===== src/rtl/extbus_6502_pkg.sv =====
// Shared types and constants for the VERA 6502 slave-bus initiator.
package extbus_6502_pkg;

  localparam int HALF_PERIOD_DEFAULT = 4;
  localparam int CNT_W               = 8;

  localparam logic [2:0] REG_ADDR_HI  = 3'd0;
  localparam logic [2:0] REG_ADDR_MID = 3'd1;
  localparam logic [2:0] REG_ADDR_LO  = 3'd2;
  localparam logic [2:0] REG_DATA     = 3'd3;

  typedef struct packed {
    logic       write;
    logic [2:0] addr;
    logic [7:0] wrdata;
  } cmd_t;

endpackage


===== src/rtl/extbus_phy2_gen.sv =====
// Free-running PHY2 generator. Each strobe is high during the clk cycle
// whose closing edge is the PHY2 rise, the PHY2 fall (t0), or t1.
module extbus_phy2_gen
  import extbus_6502_pkg::*;
#(
  parameter int HALF_PERIOD = HALF_PERIOD_DEFAULT
) (
  input  logic intbus_clk,
  input  logic extbus_reset,
  output logic phy2,
  output logic rise,
  output logic fall,
  output logic t1
);

  logic [CNT_W-1:0] cnt_q, cnt_d;
  logic             phy2_q, phy2_d;
  logic             t1_q, t1_d;
  logic             wrap;

  assign wrap = (cnt_q == CNT_W'(HALF_PERIOD - 1));
  assign rise = wrap & ~phy2_q;
  assign fall = wrap & phy2_q;
  assign t1   = t1_q;
  assign phy2 = phy2_q;

  always_comb begin
    cnt_d  = cnt_q + 1'b1;
    phy2_d = phy2_q;
    t1_d   = fall;
    if (wrap) begin
      cnt_d  = '0;
      phy2_d = ~phy2_q;
    end
  end

  always_ff @(posedge intbus_clk or posedge extbus_reset) begin
    if (extbus_reset) begin
      cnt_q  <= '0;
      phy2_q <= 1'b0;
      t1_q   <= 1'b0;
    end else begin
      cnt_q  <= cnt_d;
      phy2_q <= phy2_d;
      t1_q   <= t1_d;
    end
  end

endmodule


===== src/rtl/extbus_master_6502.sv =====
// Initiator for the VERA 6502 slave bus: one-deep command slot, 6502-timed cycles.
// Optional EXTBUS_MASTER_RDY_EN: extbus_rdy low at t0 repeats the active cycle.
module extbus_master_6502
  import extbus_6502_pkg::*;
#(
  parameter int HALF_PERIOD = HALF_PERIOD_DEFAULT
) (
  input  logic       intbus_clk,
  input  logic       extbus_reset,
  input  logic       cmd_valid,
  output logic       cmd_ready,
  input  logic       cmd_write,
  input  logic [2:0] cmd_addr,
  input  logic [7:0] cmd_wrdata,
  output logic       rsp_valid,
  output logic       rsp_write,
  output logic [7:0] rsp_rddata,
  output logic       extbus_phy2,
  output logic       extbus_cs_n,
  output logic       extbus_rw_n,
  output logic [2:0] extbus_a,
  output logic [7:0] extbus_d_out,
  output logic       extbus_d_oe,
  input  logic [7:0] extbus_d_in,
  input  logic       extbus_rdy,
  input  logic       extbus_irq_n,
  output logic       irq
);

  logic rise, fall, t1, rdy_ok;

  extbus_phy2_gen #(.HALF_PERIOD(HALF_PERIOD)) u_phy2 (
    .intbus_clk  (intbus_clk),
    .extbus_reset(extbus_reset),
    .phy2        (extbus_phy2),
    .rise        (rise),
    .fall        (fall),
    .t1          (t1)
  );

`ifdef EXTBUS_MASTER_RDY_EN
  assign rdy_ok = extbus_rdy;
`else
  logic rdy_unused;
  assign rdy_unused = extbus_rdy;
  assign rdy_ok     = 1'b1;
`endif

  logic       pending_q, pending_d, active_q, active_d;
  cmd_t       cmd_q, cmd_d, act_q, act_d;
  logic       cs_n_q, cs_n_d, rw_n_q, rw_n_d, d_oe_q, d_oe_d;
  logic [2:0] a_q, a_d;
  logic [7:0] d_out_q, d_out_d, rsp_rddata_q, rsp_rddata_d;
  logic       rsp_valid_q, rsp_valid_d, rsp_write_q, rsp_write_d;
  logic       irq_meta_q, irq_q;

  // Handshake: a command transfers on any clk edge where cmd_valid && cmd_ready;
  // cmd_ready is simply "the pending slot is empty" and never depends on cmd_valid.
  assign cmd_ready = ~pending_q;

  always_comb begin
    pending_d    = pending_q;
    active_d     = active_q;
    cmd_d        = cmd_q;
    act_d        = act_q;
    cs_n_d       = cs_n_q;
    rw_n_d       = rw_n_q;
    a_d          = a_q;
    d_out_d      = d_out_q;
    d_oe_d       = d_oe_q;
    rsp_valid_d  = 1'b0;
    rsp_write_d  = rsp_write_q;
    rsp_rddata_d = rsp_rddata_q;

    if (cmd_valid && !pending_q) begin
      pending_d = 1'b1;
      cmd_d     = '{write: cmd_write, addr: cmd_addr, wrdata: cmd_wrdata};
    end

    if (rise && active_q && act_q.write) begin
      d_oe_d  = 1'b1;
      d_out_d = act_q.wrdata;
    end

    // A cycle held off by RDY stays active, so the t1 branch below leaves the bus untouched.
    if (fall && active_q && rdy_ok) begin
      rsp_valid_d  = 1'b1;
      rsp_write_d  = act_q.write;
      rsp_rddata_d = act_q.write ? 8'h00 : extbus_d_in;
      active_d     = 1'b0;
    end

    if (t1 && !active_q) begin
      cs_n_d = 1'b1;
      rw_n_d = 1'b1;
      d_oe_d = 1'b0;
      if (pending_q) begin
        cs_n_d    = 1'b0;
        rw_n_d    = ~cmd_q.write;
        a_d       = cmd_q.addr;
        act_d     = cmd_q;
        active_d  = 1'b1;
        pending_d = 1'b0;
      end
    end
  end

  always_ff @(posedge intbus_clk or posedge extbus_reset) begin
    if (extbus_reset) begin
      pending_q    <= 1'b0;
      active_q     <= 1'b0;
      cmd_q        <= '0;
      act_q        <= '0;
      cs_n_q       <= 1'b1;
      rw_n_q       <= 1'b1;
      a_q          <= 3'd0;
      d_out_q      <= 8'h00;
      d_oe_q       <= 1'b0;
      rsp_valid_q  <= 1'b0;
      rsp_write_q  <= 1'b0;
      rsp_rddata_q <= 8'h00;
      irq_meta_q   <= 1'b0;
      irq_q        <= 1'b0;
    end else begin
      pending_q    <= pending_d;
      active_q     <= active_d;
      cmd_q        <= cmd_d;
      act_q        <= act_d;
      cs_n_q       <= cs_n_d;
      rw_n_q       <= rw_n_d;
      a_q          <= a_d;
      d_out_q      <= d_out_d;
      d_oe_q       <= d_oe_d;
      rsp_valid_q  <= rsp_valid_d;
      rsp_write_q  <= rsp_write_d;
      rsp_rddata_q <= rsp_rddata_d;
      irq_meta_q   <= ~extbus_irq_n;
      irq_q        <= irq_meta_q;
    end
  end

  assign extbus_cs_n  = cs_n_q;
  assign extbus_rw_n  = rw_n_q;
  assign extbus_a     = a_q;
  assign extbus_d_out = d_out_q;
  assign extbus_d_oe  = d_oe_q;
  assign rsp_valid    = rsp_valid_q;
  assign rsp_write    = rsp_write_q;
  assign rsp_rddata   = rsp_rddata_q;
  assign irq          = irq_q;

endmodule


===== config.mk =====
export PLATFORM = sky130hd
export DESIGN_NAME = extbus_master_6502
export DESIGN_NICKNAME = d
export VERILOG_FILES = /design/src/rtl/extbus_6502_pkg.sv /design/src/rtl/extbus_phy2_gen.sv /design/src/rtl/extbus_master_6502.sv
export SDC_FILE = /design/constraint.sdc
export NUM_CORES = 1
export LEC_CHECK = 0
export ABC_AREA = 0
export BUFFER_PORTS_ARGS = -buffer_cell sky130_fd_sc_hd__buf_4
export CORE_MARGIN = 5
export CORE_UTILIZATION = 40
export DETAILED_ROUTE_END_ITERATION = 10
export MAX_ROUTING_LAYER = met4
export SLEW_MARGIN = 20
export SYNTH_ARGS = -nofsm -noshare
export SYNTH_HDL_FRONTEND = slang
export SYNTH_SLANG_ARGS = --single-unit

===== constraint.sdc =====
create_clock -name intbus_clk -period 2 [get_ports intbus_clk]
set_input_delay 0.2 -clock intbus_clk [delete_from_list [all_inputs] [get_ports intbus_clk]]
set_output_delay 0.2 -clock intbus_clk [all_outputs]
set_load 0.005 [all_outputs]

==> flow_metrics.tcl, run 1 <==
set metrics [dict create \
    p_per_area_mw_per_mm2 926 \
    ys_types 25 \
    finalCritPeriodShare 0.846 \
    crit_path_start_kind "flip-flop" \
    ys_ff_latch 59 \
    dp_hpwl_mm 3.11 \
    maxCapViolCount 0 \
    skew_ns 0.00684 \
    drt_pass1_iterations 2 \
    reg2reg_from "u_phy2.cnt_q[6]$_DFF_PP0_" \
    syn_area_sq_mm 0.00232 \
    die_w_um 86.1 \
    place_area_sq_mm 0.00281 \
    power.leakage_nw 1.43 \
    synth_cells 153 \
    rr_worst_depth 3 \
    antenna_cells 0 \
    synth_top_flop_cell "dfrtp_1" \
    cts.sink_count 59 \
    slowest_stage "nor4_4" \
    crit_family "simple AND/OR/NAND/NOR gates" \
    status "finished clean" \
    h-tree-depth 3 \
    clk_path_buf_depth 2 \
    min_from "cmd_valid" \
    power_mw 2.79 \
    hold_depth 2 \
    seq_area_frac_synth 0.638 \
    setup-tns-final_ns 0 \
    holdPathEnd "pending_q$_DFF_PP0_" \
    yosysMostFrequentCell "dfrtp_1" \
    route.detailed.drc 0 \
    postRouteAntennaNets 0 \
    yosys_warnings 0 \
    synth_top_area_share 0.616 \
    cpPeakStageDelay_ns 0.51 \
    insertion_delay_ns 0.33 \
    initial_utilization 0.416 \
    std_cell_rows 27 \
    wl_per_cell_um 14.6 \
    postCtsSetupBuffers 0 \
    grt_pass1_wl_mm 7.22 \
    nFillCells 521 \
    synth_top_cell_by_area "dfrtp_1" \
    worstPathRequired_ns 2.20 \
    ir_drop_uv 496 \
    cts_buffers 9 \
    synth.avg_cell_area_sq_um 15.1 \
    slew_violations 0 \
    r2r_end "extbus_d_out[0]$_DFFE_PP0P_" \
    drt_iter0_drc 52 \
    regArea_sq_mm 0.00148 \
    fin_nets 243 \
    path_clk_slew_ns 0.06 \
    rsz0062_at_grt "no" \
    cp-end-kind "flip-flop" \
    timing_worst_setup_path_type "reg -> reg" \
    hold_viol_final 0 \
    synth_edf_count 0 \
    gp_congestion 0.699 \
    port_buffers 50 \
    path_buf_inv 0 \
    worstMarginPinSlew_ns 0.504 \
    r2r_slack_ns 0.31 \
    min_period_ns 1.69 \
    dr_total_vias 1401 \
    viasPerCell 4.78 \
    syn_nets 179 \
    drive_gt1_frac 0.525 \
    crit_arrival_ns 1.90 \
    pin_count 52 \
    critPathMaxFanout 8 \
    first_global_vias 1552 \
    coreArea_sq_mm 0.00557 \
    synth_commonest_cells "57 x dfrtp_1, 40 x mux2_2, 12 x nor2b_1" \
    cts-root-buf "clkbuf_8" \
    worstSetupPathDepth 3 \
    tritoncts "built" \
    overflow 0 \
    antenna_found_initial 0 \
    relSlewSlack 0.661 \
    fmax_mhz 591 \
    area_growth_pct 29.9 \
    synthArstFlopShare 1.00 \
    hp-class "in -> reg" \
    wirelength_mm 4.29 \
    setup_viol 0 \
    final_cell_area_sq_mm 0.00301 \
    critical_path.cell_chain "nor4_4, nand4_4, mux2_2" \
    track_usage 0.132 \
    synth_area_leaders "dfrtp_1 62%, mux2_2 19%, nor2b_1 3.2%, dfstp_2 2.3%, xnor2_1 1.9%" \
    die_h_um 86.1 \
    grt_start_max_net_pins 33 \
    multiInputGateArea_sq_um 798 \
    fp.dieArea_sq_mm 0.00741 \
]
==> repair_timing <==
item | in CTS | in global routing
resized for setup | 0 | 0
hold buffers | 2 | 0
endpoints found under the hold margin | 10 | 0
==> cell type report <==
type / count / share of cell area
Tap cell: 72 / 0.0299
Timing Repair Buffer: 57 / 0.148
Multi-Input combinational cell: 85 / 0.265
Clock buffer: 13 / 0.0561
Sequential cell: 59 / 0.491
Inverter: 5 / 0.00623
Clock inverter: 2 / 0.00333
==> sequential cells by signal, summed over array words and instances (netlist names), 3 cells and up <==
register      flops
extbus_a          3
cmd_q            12
act_q             9
extbus_d_out      8
u_phy2.cnt_q      8
rsp_rddata        8
==> placed cells by master, fill, tap and decap left out, drive strengths merged <==
cell type,count
xor2,2
nor2,3
clkbuf,13
o21ai,2
nor3b,1
clkinv,2
and2,1
dfrtp,57
a31oi,1
o21a,1
nor2b,12
and3,4
inv,5
ha,1
xnor2,5
nand2,2
buf,55
nand3,4
nor4,1
dfstp,2
dlygate4sd3,2
mux2,42
nand4,3
==> cell families (layout without fill, tap and decap cells) <==
logic type               Yosys count  in the layout  share of synthesized area
AO/OA/AOI/OAI                      4              4                     0.0103
XOR/XNOR                           7              7                     0.0265
adder cells (fa/ha/maj)            1              1                    0.00540
buffers and inverters              9             77                     0.0173
flip-flops                        59             59                      0.638
multiplexers                      42             42                      0.204
AND/OR/NAND/NOR                   31             31                     0.0983
==> how the worst max path moves through the flow <==
| stage | startpoint | endpoint | slack (ns) |
|---|---|---|---|
| after floorplan | extbus_reset | act_q[0]$_DFFE_PP0P_ | 0.35 |
| after global placement | u_phy2.cnt_q[7]$_DFF_PP0_ | rsp_rddata[0]$_DFFE_PP0P_ | 0.36 |
| after detailed placement | u_phy2.cnt_q[7]$_DFF_PP0_ | extbus_d_out[7]$_DFFE_PP0P_ | 0.30 |
| after CTS | u_phy2.cnt_q[6]$_DFF_PP0_ | extbus_d_out[0]$_DFFE_PP0P_ | 0.29 |
| after global routing | u_phy2.cnt_q[2]$_DFF_PP0_ | extbus_d_out[0]$_DFFE_PP0P_ | 0.23 |
| final | u_phy2.cnt_q[6]$_DFF_PP0_ | extbus_d_out[0]$_DFFE_PP0P_ | 0.31 |
==> through the flow <==
| stage | hold slack [ns] | util | setup slack [ns] | std cells |
|---|---|---|---|---|
| global route | 0.0813 | 0.540 | 0.226 | 293 |
| detailed placement | 0.151 | 0.504 | 0.303 | 276 |
| CTS | 0.0674 | 0.540 | 0.294 | 293 |
| finish | 0.0838 | 0.540 | 0.308 | 293 |
| global placement | 0.143 | 0.504 | 0.358 | 276 |
| floorplan | 0.259 | - | 0.347 | 153 |
==> routing by layer <==
| layer | wire (um) | track usage | up-vias |
|---|---|---|---|
| met5 | 0 | - | - |
| met4 | 59 | 0.0777 | 0 |
| met3 | 278 | 0.0355 | 5 |
| met2 | 2130 | 0.208 | 42 |
| met1 | 1820 | 0.151 | 699 |
| li1 | - | - | 655 |
==> report_power, final <==
group          switching (mW)  total (mW)  internal, mW  leakage, nW
sequential             0.0923        1.45          1.36        0.720
combinational           0.126       0.382         0.257        0.614
clock                   0.418       0.958         0.540       0.0953
Power figures use the tool's default switching activity.
==> run 2: changes to the inputs <==
==> constraint.sdc (replaced) <==
create_clock -name intbus_clk -period 1.8 [get_ports intbus_clk]
set_input_delay 0.18 -clock intbus_clk [delete_from_list [all_inputs] [get_ports intbus_clk]]
set_output_delay 0.18 -clock intbus_clk [all_outputs]
set_load 0.005 [all_outputs]
==> run 2 against run 1 <==
Compared with the run above: final cell count is 0.68% higher; register-to-register slack worse by 0.18 ns; critical path depth is 2 higher; utilization is 0.88 points higher; clock skew is 0.0016 ns lower; fmax is 1.5% higher; largest cell class unchanged.
==> flow_metrics.tcl, run 2 (synthesis gave the netlist of run 1 again) <==
set metrics [dict create \
    coreArea_sq_mm 0.00557 \
    drive_gt1_frac 0.529 \
    drt_iter0_drc 70 \
    setup-tns-final_ns 0 \
    grt_start_max_net_pins 60 \
    viasPerCell 4.78 \
    finalNonFillerCells 295 \
    path_clk_slew_ns 0.06 \
    crit_path_end "rsp_rddata[1]$_DFFE_PP0P_" \
    grt_pass1_wl_mm 7.09 \
    final_cell_mix "57 x dfrtp_1, 56 x buf_4, 40 x mux2_2" \
    ir_drop_uv 610 \
    finalWorstSetupSlack_ns 0.132 \
    die_w_um 86.1 \
    worstMarginPinSlew_ns 0.447 \
    postCtsSetupBuffers 0 \
    critical_path.cell_chain "ha_1, nor3b_2, buf_4, nand4_4, mux2_1" \
    final_common_cell "dfrtp_1" \
    min_period_ns 1.67 \
    cpPeakStageDelay_ns 0.37 \
    fp.dieArea_sq_mm 0.00741 \
    fmax_mhz 600 \
    first_global_vias 1480 \
    gp_congestion 0.723 \
    pin_count 52 \
    fin_nets 245 \
    top_regs "cmd_q: 12 flops, act_q: 9 flops" \
    reg2reg_from "u_phy2.cnt_q[0]$_DFF_PP0_" \
    crit_path_start_kind "flip-flop" \
    dp_hpwl_mm 3.02 \
    power.leakage_nw 1.45 \
    wl_per_cell_um 14.7 \
    nFillCells 483 \
    std_cell_rows 27 \
    area_growth_pct 32.0 \
    die_h_um 86.1 \
    port_buffers 50 \
    initial_utilization 0.416 \
    cts_buffers 9 \
    insertion_delay_ns 0.33 \
    power_mw 3.29 \
    dr_total_vias 1409 \
    wirelength_mm 4.33 \
    rsz0062_at_grt "no" \
    finalCritPeriodShare 0.927 \
    ctsHoldBuffers 2 \
    critPathMaxFanout 9 \
    largest_register_ffs 12 \
    pre_cts_ws_ns 0.130 \
    setup_viol 0 \
    largest-register "cmd_q" \
    drt_pass1_iterations 4 \
    overflow 0 \
    place_area_sq_mm 0.00283 \
    hp-class "in -> reg" \
    rr_worst_depth 5 \
    timing.hold.ws_ns 0.0566 \
    final_cell_area_sq_mm 0.00306 \
    timing_worst_setup_path_type "reg -> reg" \
    clk_path_buf_depth 2 \
    maxCapViolCount 0 \
    r2r_slack_ns 0.13 \
    route.detailed.drc 0 \
    skew_ns 0.00520 \
    postRouteAntennaNets 0 \
    worstPathRequired_ns 2.01 \
    h-tree-depth 3 \
    p_per_area_mw_per_mm2 1080 \
    slew_violations 0 \
    cp-startpoint "u_phy2.cnt_q[0]$_DFF_PP0_" \
    track_usage 0.132 \
    multiInputGateArea_sq_um 798 \
    place_inst 278 \
    antenna_cells 0 \
    r2r_end "rsp_rddata[1]$_DFFE_PP0P_" \
    regArea_sq_mm 0.00148 \
    hold_viol_final 0 \
    utilization 0.549 \
    relSlewSlack 0.700 \
    tritoncts "built" \
    antenna_found_initial 0 \
    slowest_stage "dfrtp_1" \
    cts-root-buf "clkbuf_8" \
    status "finished clean" \
    cp-end-kind "flip-flop" \
    cts.sink_count 59 \
    crit_arrival_ns 1.88 \
    post_cts_resized 0 \
]
[run 2: worst min-delay path by stage]
| stage | slack [ns] | start | to | cells after the start |
|---|---|---|---|---|
| floorplan | 0.24 | extbus_irq_n | irq_meta_q$_DFF_PP0_ | 1 |
| global placement | 0.26 | extbus_reset | extbus_d_out[3]$_DFFE_PP0P_ | 3 |
| detailed placement | 0.27 | extbus_reset | cmd_q[3]$_DFFE_PP0P_ | 3 |
| CTS | 0.05 | cmd_valid | pending_q$_DFF_PP0_ | 2 |
| global route | 0.05 | cmd_valid | pending_q$_DFF_PP0_ | 2 |
| finish | 0.06 | cmd_valid | pending_q$_DFF_PP0_ | 2 |
[run 2: critical path, delay by kind of cell, from the launching register on]
kind | cells | cell delay, ns
adder cells (fa/ha/maj) | 1 | 0.24
buffers and inverters | 1 | 0.18
flip-flops | 1 | 0.37
multiplexers | 1 | 0.37
AND/OR/NAND/NOR | 2 | 0.39
[run 2: per-layer routing]
metal  vias to the layer above  track usage  share of wire
met3                         8       0.0442          0.071
met5                         -            -              0
li1                        661            -              -
met4                         0       0.0906          0.023
met2                        44        0.191           0.47
met1                       696        0.154           0.43
[run 2: layout make-up]
class | count | area share
Sequential cell | 59 | 0.483
Inverter | 5 | 0.00613
Clock buffer | 14 | 0.0597
Tap cell | 72 | 0.0294
Multi-Input combinational cell | 85 | 0.261
Timing Repair Buffer | 59 | 0.151
Clock inverter | 1 | 0.00982
[run 2: power breakdown]
| part | total, mW | internal [mW] | switching, mW | leakage, nW |
|---|---|---|---|---|
| Clock | 1.26 | 0.783 | 0.473 | 0.109 |
| Combinational | 0.438 | 0.289 | 0.149 | 0.623 |
| Sequential | 1.60 | 1.51 | 0.0905 | 0.720 |
